### src/rtl/rtf65002_muldiv.sv
// Iterative radix-2 multiply/divide unit: one product or quotient bit per cycle,
// with sign stripping on entry and sign restoration in a final fix-up cycle.
module rtf65002_muldiv #(
  parameter int WID = 32
) (
  input  logic               clk,
  input  logic               rst_n,
  input  logic               start,
  input  logic [2:0]         op,
  input  logic [WID-1:0]     a,
  input  logic [WID-1:0]     b,
  output logic               busy,
  output logic               done,
  output logic               dbz,
  output logic [2*WID-1:0]   prod,
  output logic [WID-1:0]     res
);

  localparam int CW = $clog2(WID);

  typedef enum logic [1:0] {S_IDLE, S_CALC, S_FIX, S_DONE} state_t;

  state_t             r_state, w_next;
  logic [2:0]         r_op;
  logic               r_neg_q, r_neg_r, r_dbz;
  logic [WID-1:0]     r_mcand;
  logic [2*WID-1:0]   r_acc;
  logic [CW-1:0]      r_cnt;

  logic               w_rsvd, w_div, w_dbz;
  logic [WID-1:0]     w_a_abs, w_b_abs;
  logic [WID:0]       w_mul_sum, w_rem_sh;
  logic [WID-1:0]     w_rem_sub;
  logic               w_ge;
  logic [2*WID-1:0]   w_mul_next, w_div_next, w_prod_fix;
  logic [WID-1:0]     w_quo_s, w_rem_s, w_res_fix;

  assign w_rsvd  = op[2] & op[1];
  assign w_div   = (op[2] | op[1]) & ~w_rsvd;
  assign w_dbz   = w_div && (b == {WID{1'b0}});
  assign w_a_abs = (op[0] && a[WID-1]) ? -a : a;
  assign w_b_abs = (op[0] && b[WID-1]) ? -b : b;

  // Multiplier step: conditional add into the upper half, then shift right.
  assign w_mul_sum  = {1'b0, r_acc[2*WID-1:WID]} + (r_acc[0] ? {1'b0, r_mcand} : {(WID+1){1'b0}});
  assign w_mul_next = {w_mul_sum, r_acc[WID-1:1]};

  // Divider step: the shifted remainder can need one extra bit before the compare.
  assign w_rem_sh   = r_acc[2*WID-1:WID-1];
  assign w_ge       = (w_rem_sh >= {1'b0, r_mcand});
  assign w_rem_sub  = w_rem_sh[WID-1:0] - r_mcand;
  assign w_div_next = {(w_ge ? w_rem_sub : w_rem_sh[WID-1:0]), r_acc[WID-2:0], w_ge};

  assign w_quo_s = r_neg_q ? -r_acc[WID-1:0] : r_acc[WID-1:0];
  assign w_rem_s = r_neg_r ? -r_acc[2*WID-1:WID] : r_acc[2*WID-1:WID];

  // Sign restoration and result selection for the FIX cycle.
  always_comb begin
    w_prod_fix = {(2*WID){1'b0}};
    w_res_fix  = {WID{1'b0}};
    case (r_op)
      3'd0, 3'd1: begin
        w_prod_fix = r_neg_q ? -r_acc : r_acc;
        w_res_fix  = w_prod_fix[WID-1:0];
      end
      3'd2, 3'd3, 3'd4, 3'd5: begin
        // Divide-by-zero results were preloaded into the accumulator at start.
        if (r_dbz) w_prod_fix = r_acc;
        else       w_prod_fix = {w_rem_s, w_quo_s};
        if (r_op[2]) w_res_fix = w_prod_fix[2*WID-1:WID];
        else         w_res_fix = w_prod_fix[WID-1:0];
      end
      default: begin
        w_prod_fix = {(2*WID){1'b0}};
        w_res_fix  = {WID{1'b0}};
      end
    endcase
  end

  // Next-state logic.
  always_comb begin
    w_next = r_state;
    case (r_state)
      S_IDLE: begin
        if (start && (w_rsvd || w_dbz)) w_next = S_FIX;
        else if (start)                 w_next = S_CALC;
        else                            w_next = S_IDLE;
      end
      S_CALC: begin
        if (r_cnt == {CW{1'b0}}) w_next = S_FIX;
        else                     w_next = S_CALC;
      end
      S_FIX:   w_next = S_DONE;
      S_DONE:  w_next = S_IDLE;
      default: w_next = S_IDLE;
    endcase
  end

  // State register.
  always_ff @(posedge clk or negedge rst_n) begin
    if (!rst_n) r_state <= S_IDLE;
    else        r_state <= w_next;
  end

  // Operand latch, iteration datapath and registered outputs.
  always_ff @(posedge clk or negedge rst_n) begin
    if (!rst_n) begin
      r_op    <= 3'd0;
      r_neg_q <= 1'b0;
      r_neg_r <= 1'b0;
      r_dbz   <= 1'b0;
      r_mcand <= {WID{1'b0}};
      r_acc   <= {(2*WID){1'b0}};
      r_cnt   <= {CW{1'b0}};
      busy    <= 1'b0;
      done    <= 1'b0;
      dbz     <= 1'b0;
      prod    <= {(2*WID){1'b0}};
      res     <= {WID{1'b0}};
    end else begin
      case (r_state)
        S_IDLE: begin
          if (start) begin
            busy    <= 1'b1;
            r_op    <= op;
            r_neg_q <= op[0] & (a[WID-1] ^ b[WID-1]);
            r_neg_r <= op[0] & a[WID-1];
            r_dbz   <= w_dbz;
            r_cnt   <= CW'(WID-1);
            if (w_rsvd) begin
              r_acc   <= {(2*WID){1'b0}};
              r_mcand <= {WID{1'b0}};
            end else if (w_dbz) begin
              r_acc   <= {a, {WID{1'b1}}};
              r_mcand <= {WID{1'b0}};
            end else if (!w_div) begin
              r_acc   <= {{WID{1'b0}}, w_b_abs};
              r_mcand <= w_a_abs;
            end else begin
              r_acc   <= {{WID{1'b0}}, w_a_abs};
              r_mcand <= w_b_abs;
            end
          end
        end
        S_CALC: begin
          r_acc <= r_op[2] | r_op[1] ? w_div_next : w_mul_next;
          r_cnt <= r_cnt - {{(CW-1){1'b0}}, 1'b1};
        end
        S_FIX: begin
          prod <= w_prod_fix;
          res  <= w_res_fix;
          dbz  <= r_dbz;
          done <= 1'b1;
          busy <= 1'b0;
        end
        S_DONE: done <= 1'b0;
        default: begin
          busy <= 1'b0;
          done <= 1'b0;
        end
      endcase
    end
  end

endmodule

### config.mk
export PLATFORM = sky130hd
export DESIGN_NAME = rtf65002_muldiv
export DESIGN_NICKNAME = d
export VERILOG_FILES = /design/src/rtl/rtf65002_muldiv.sv
export SDC_FILE = /design/constraint.sdc
export NUM_CORES = 1
export LEC_CHECK = 0
export BUFFER_PORTS_ARGS = -buffer_cell sky130_fd_sc_hd__buf_4
export CAP_MARGIN = 10
export CORE_MARGIN = 2
export CORE_UTILIZATION = 45
export CTS_BUF_LIST = sky130_fd_sc_hd__clkbuf_16
export DETAILED_ROUTE_END_ITERATION = 8
export GPL_ROUTABILITY_DRIVEN = 0
export PLACE_DENSITY = 0.71
export SLEW_MARGIN = 20
export SYNTH_ARGS = -nofsm -noshare
export SYNTH_HDL_FRONTEND = slang
export SYNTH_SLANG_ARGS = --single-unit
### constraint.sdc
create_clock -name clk -period 5.1 [get_ports clk]
set_input_delay 0.51 -clock clk [delete_from_list [all_inputs] [get_ports clk]]
set_output_delay 0.51 -clock clk [all_outputs]
set_load 0.02 [all_outputs]
==> results_dict.tcl <==
set metrics [dict create \
    rsz0062_at_grt "false" \
    drtIter0Drc 2498 \
    irDropWorstVdd_mv 0.444 \
    multi_input_area_mm2 0.0117 \
    wl_per_cell_um 22.9 \
    syn_avg_cell_area_um2 7.50 \
    status "finished clean" \
    hp-class "input port to async pin" \
    drtAntennaViolNets 0 \
    num_io_pins 169 \
    synth-edff-count 0 \
    postLayoutCoreUtil_pct 51.5 \
    min_period_ns 4.17 \
    synthAdderAreaFrac_pct 5.12 \
    synth_cell_types 80 \
    grt_pass1_vias 17674 \
    synth-main-ff-cell "dfrtp_1" \
    clock_skew_ns 0.0165 \
    ff_latch_area_mm2 0.00518 \
    drcViolationCount 0 \
    syn-instance-count 2383 \
    yosys.area_share.simple_pct 20.5 \
    insertion_delay_ns 0.56 \
    die_h_um 203 \
    numClockSinks 207 \
    wirelength_um 67800 \
    synth.yosys.seq_area_share_pct 29.0 \
    path_class "flip-flop to flip-flop" \
    netlist_area_mm2 0.0179 \
    yosysTopAreaCell "dfrtp_1" \
    hpwl_um 50800 \
    synth.top_cell.area_share_pct 29.0 \
    post_cts_buffers 0 \
    cts_tree "built" \
    placementRows 73 \
    max-cap-violations 0 \
    crit_arrival_ns 4.60 \
    fin_crit_sh_pct 81.8 \
    path_clk_slew_ns 0.07 \
    core_area_mm2 0.0395 \
    yosysMostFrequentCell "nand2_1" \
    vias 19185 \
    syn-num-nets 2525 \
    antenna_cells 0 \
    numPortBuffers 168 \
    grt_max_degree 117 \
    start_kind "flip-flop" \
    start_util_pct 45.3 \
    synth_common_cells "302 x nand2_1, 262 x nor2_1, 216 x a21oi_1" \
    fill_cells 3769 \
    postCtsHoldBufs 0 \
    layout-drive-gt1-share_pct 11.8 \
    slew_headroom_pct 21.0 \
    ctsResizeCount 0 \
    async_flop_share_pct 100 \
    grt_pass1_wl_um 103000 \
    leakage_nw 8.83 \
    synth_xor_area_share_pct 10.8 \
    tns_ns 0 \
    die_area_mm2 0.0413 \
    gr-total-overflow 0 \
    antenna_found_initial 0 \
    worst_pin_slew_ns 1.18 \
    root_buffer "clkbuf_16" \
    first_pass_iters 9 \
    max_freq_ghz 0.240 \
    synthMuxAreaShare_pct 1.13 \
    endpoint_kind "flip-flop" \
    setup_viol 0 \
    hold_violations 0 \
    synth.top_cells.by_area "dfrtp_1 29%, nand2_1 6.3%, a21oi_1 6.0%, o21ai_0 5.7%, nor2_1 5.5%" \
    required_ns 5.53 \
    die_w_um 203 \
    grtUsageTotal_pct 32.0 \
    nets 2566 \
    ys_warn_count 0 \
    ys_seq_elements 207 \
    viasPerCell 6.47 \
    cts_buffers 25 \
    areaGrowthSynthToFinish_pct 13.6 \
    synth_top_family_by_area "compound AO/OA/AOI/OAI gates" \
    power.density_mw_per_mm2 795 \
    cp_max_fo 13 \
    synth_compound_area_share_pct 27.8 \
    cts_max_level 1 \
    clk_path_buf_depth 3 \
    slew_viol_final 0 \
]
## placed cells by master, fill, tap and decap left out, types with 40 or more instances in the layout
cell type	netlist	layout
nand2_1	302	301
nor2_1	262	258
a21oi_1	216	216
buf_4	1	208
dfrtp_1	207	207
o21ai_0	205	205
xor2_1	112	112
xnor2_1	109	109
ha_1	70	69
inv_1	58	61
nor3_1	49	49
a21o_1	47	47
o22ai_1	44	44
nand3_1	43	43
a31oi_1	40	40
## cells by family after synthesis
kind of cell | after synthesis
compound gates | 792
fa+ha+maj | 72
simple gates | 814
buf+inv | 257
xor+xnor | 221
mux | 20
flops | 207
## sequential cells by signal, indices dropped and copies added (netlist names)
| name | count |
|---|---|
| busy | 1 |
| r_neg_r | 1 |
| r_state | 2 |
| r_dbz | 1 |
| done | 1 |
| dbz | 1 |
| r_cnt | 5 |
| prod | 64 |
| r_acc | 64 |
| r_neg_q | 1 |
| r_op | 2 |
| res | 32 |
| r_mcand | 32 |
## worst max-delay path: stages (launching register included)
cell       delay, ns
dfrtp_1         0.53
ha_1            0.50
o21a_1          0.16
o31a_1          0.22
o2111ai_1       0.25
a41o_1          0.36
o31a_1          0.33
o21bai_1        0.94
buf_4           0.32
mux2i_1         0.18
o21ai_0         0.08
nand2_1         0.11
nand2_1         0.05
## routing by layer
| layer | vias up | share of wire (%) | global-route usage, % |
|---|---|---|---|
| met5 | - | 0 | 0.357 |
| met3 | 266 | 12 | 6.12 |
| met1 | 9069 | 39 | 42.3 |
| li1 | 8579 | - | - |
| met2 | 1271 | 42 | 48.0 |
| met4 | 0 | 7.4 | 20.2 |
## final timing paths
| check | from | end | slack, ns | cells past startpoint |
|---|---|---|---|---|
| max | r_acc[33] | r_acc[49] | 0.93 | 12 |
| min | rst_n | prod[39] | 0.005 | 1 |
| max reg2reg | r_acc[33] | r_acc[49] | 0.93 | 12 |
| min reg2reg | res[1] | res[1] | 0.48 | 1 |
| max in group asynchronous | rst_n | r_acc[17] | 3.95 | 2 |
| min in group clk | op[1] | r_op[1] | 0.19 | 3 |
## power breakdown
part | internal [mW] | switching [mW] | leakage [nW]
Sequential | 2.42 | 1.12 | 2.57
Combinational | 4.07 | 6.58 | 5.82
Clock | 1.20 | 0.767 | 0.438
## final cells by class
type,instances,share of cell area [%]
Sequential cell,207,25.5
Inverter,60,1.11
Clock inverter,19,1.31
Multi-Input combinational cell,1919,57.8
Timing Repair Buffer,211,7.95
Clock buffer,25,3.08
Tap cell,525,3.23
## through the flow
step                total power [mW]  cells  hold WS [ns]  setup slack [ns]  cell area [um^2]
floorplan                       10.5   2383         0.214              1.53             17900
CTS                             15.8   2966        0.0360             0.999             20300
global route                    17.2   2966        0.0646             0.541             20300
detailed placement              13.8   2922         0.473              1.04             19400
global placement                13.6   2922         0.464              1.22             19400
finish                          16.2   2966       0.00524             0.931             20300
No activity file was read; power rests on OpenSTA's default activity.
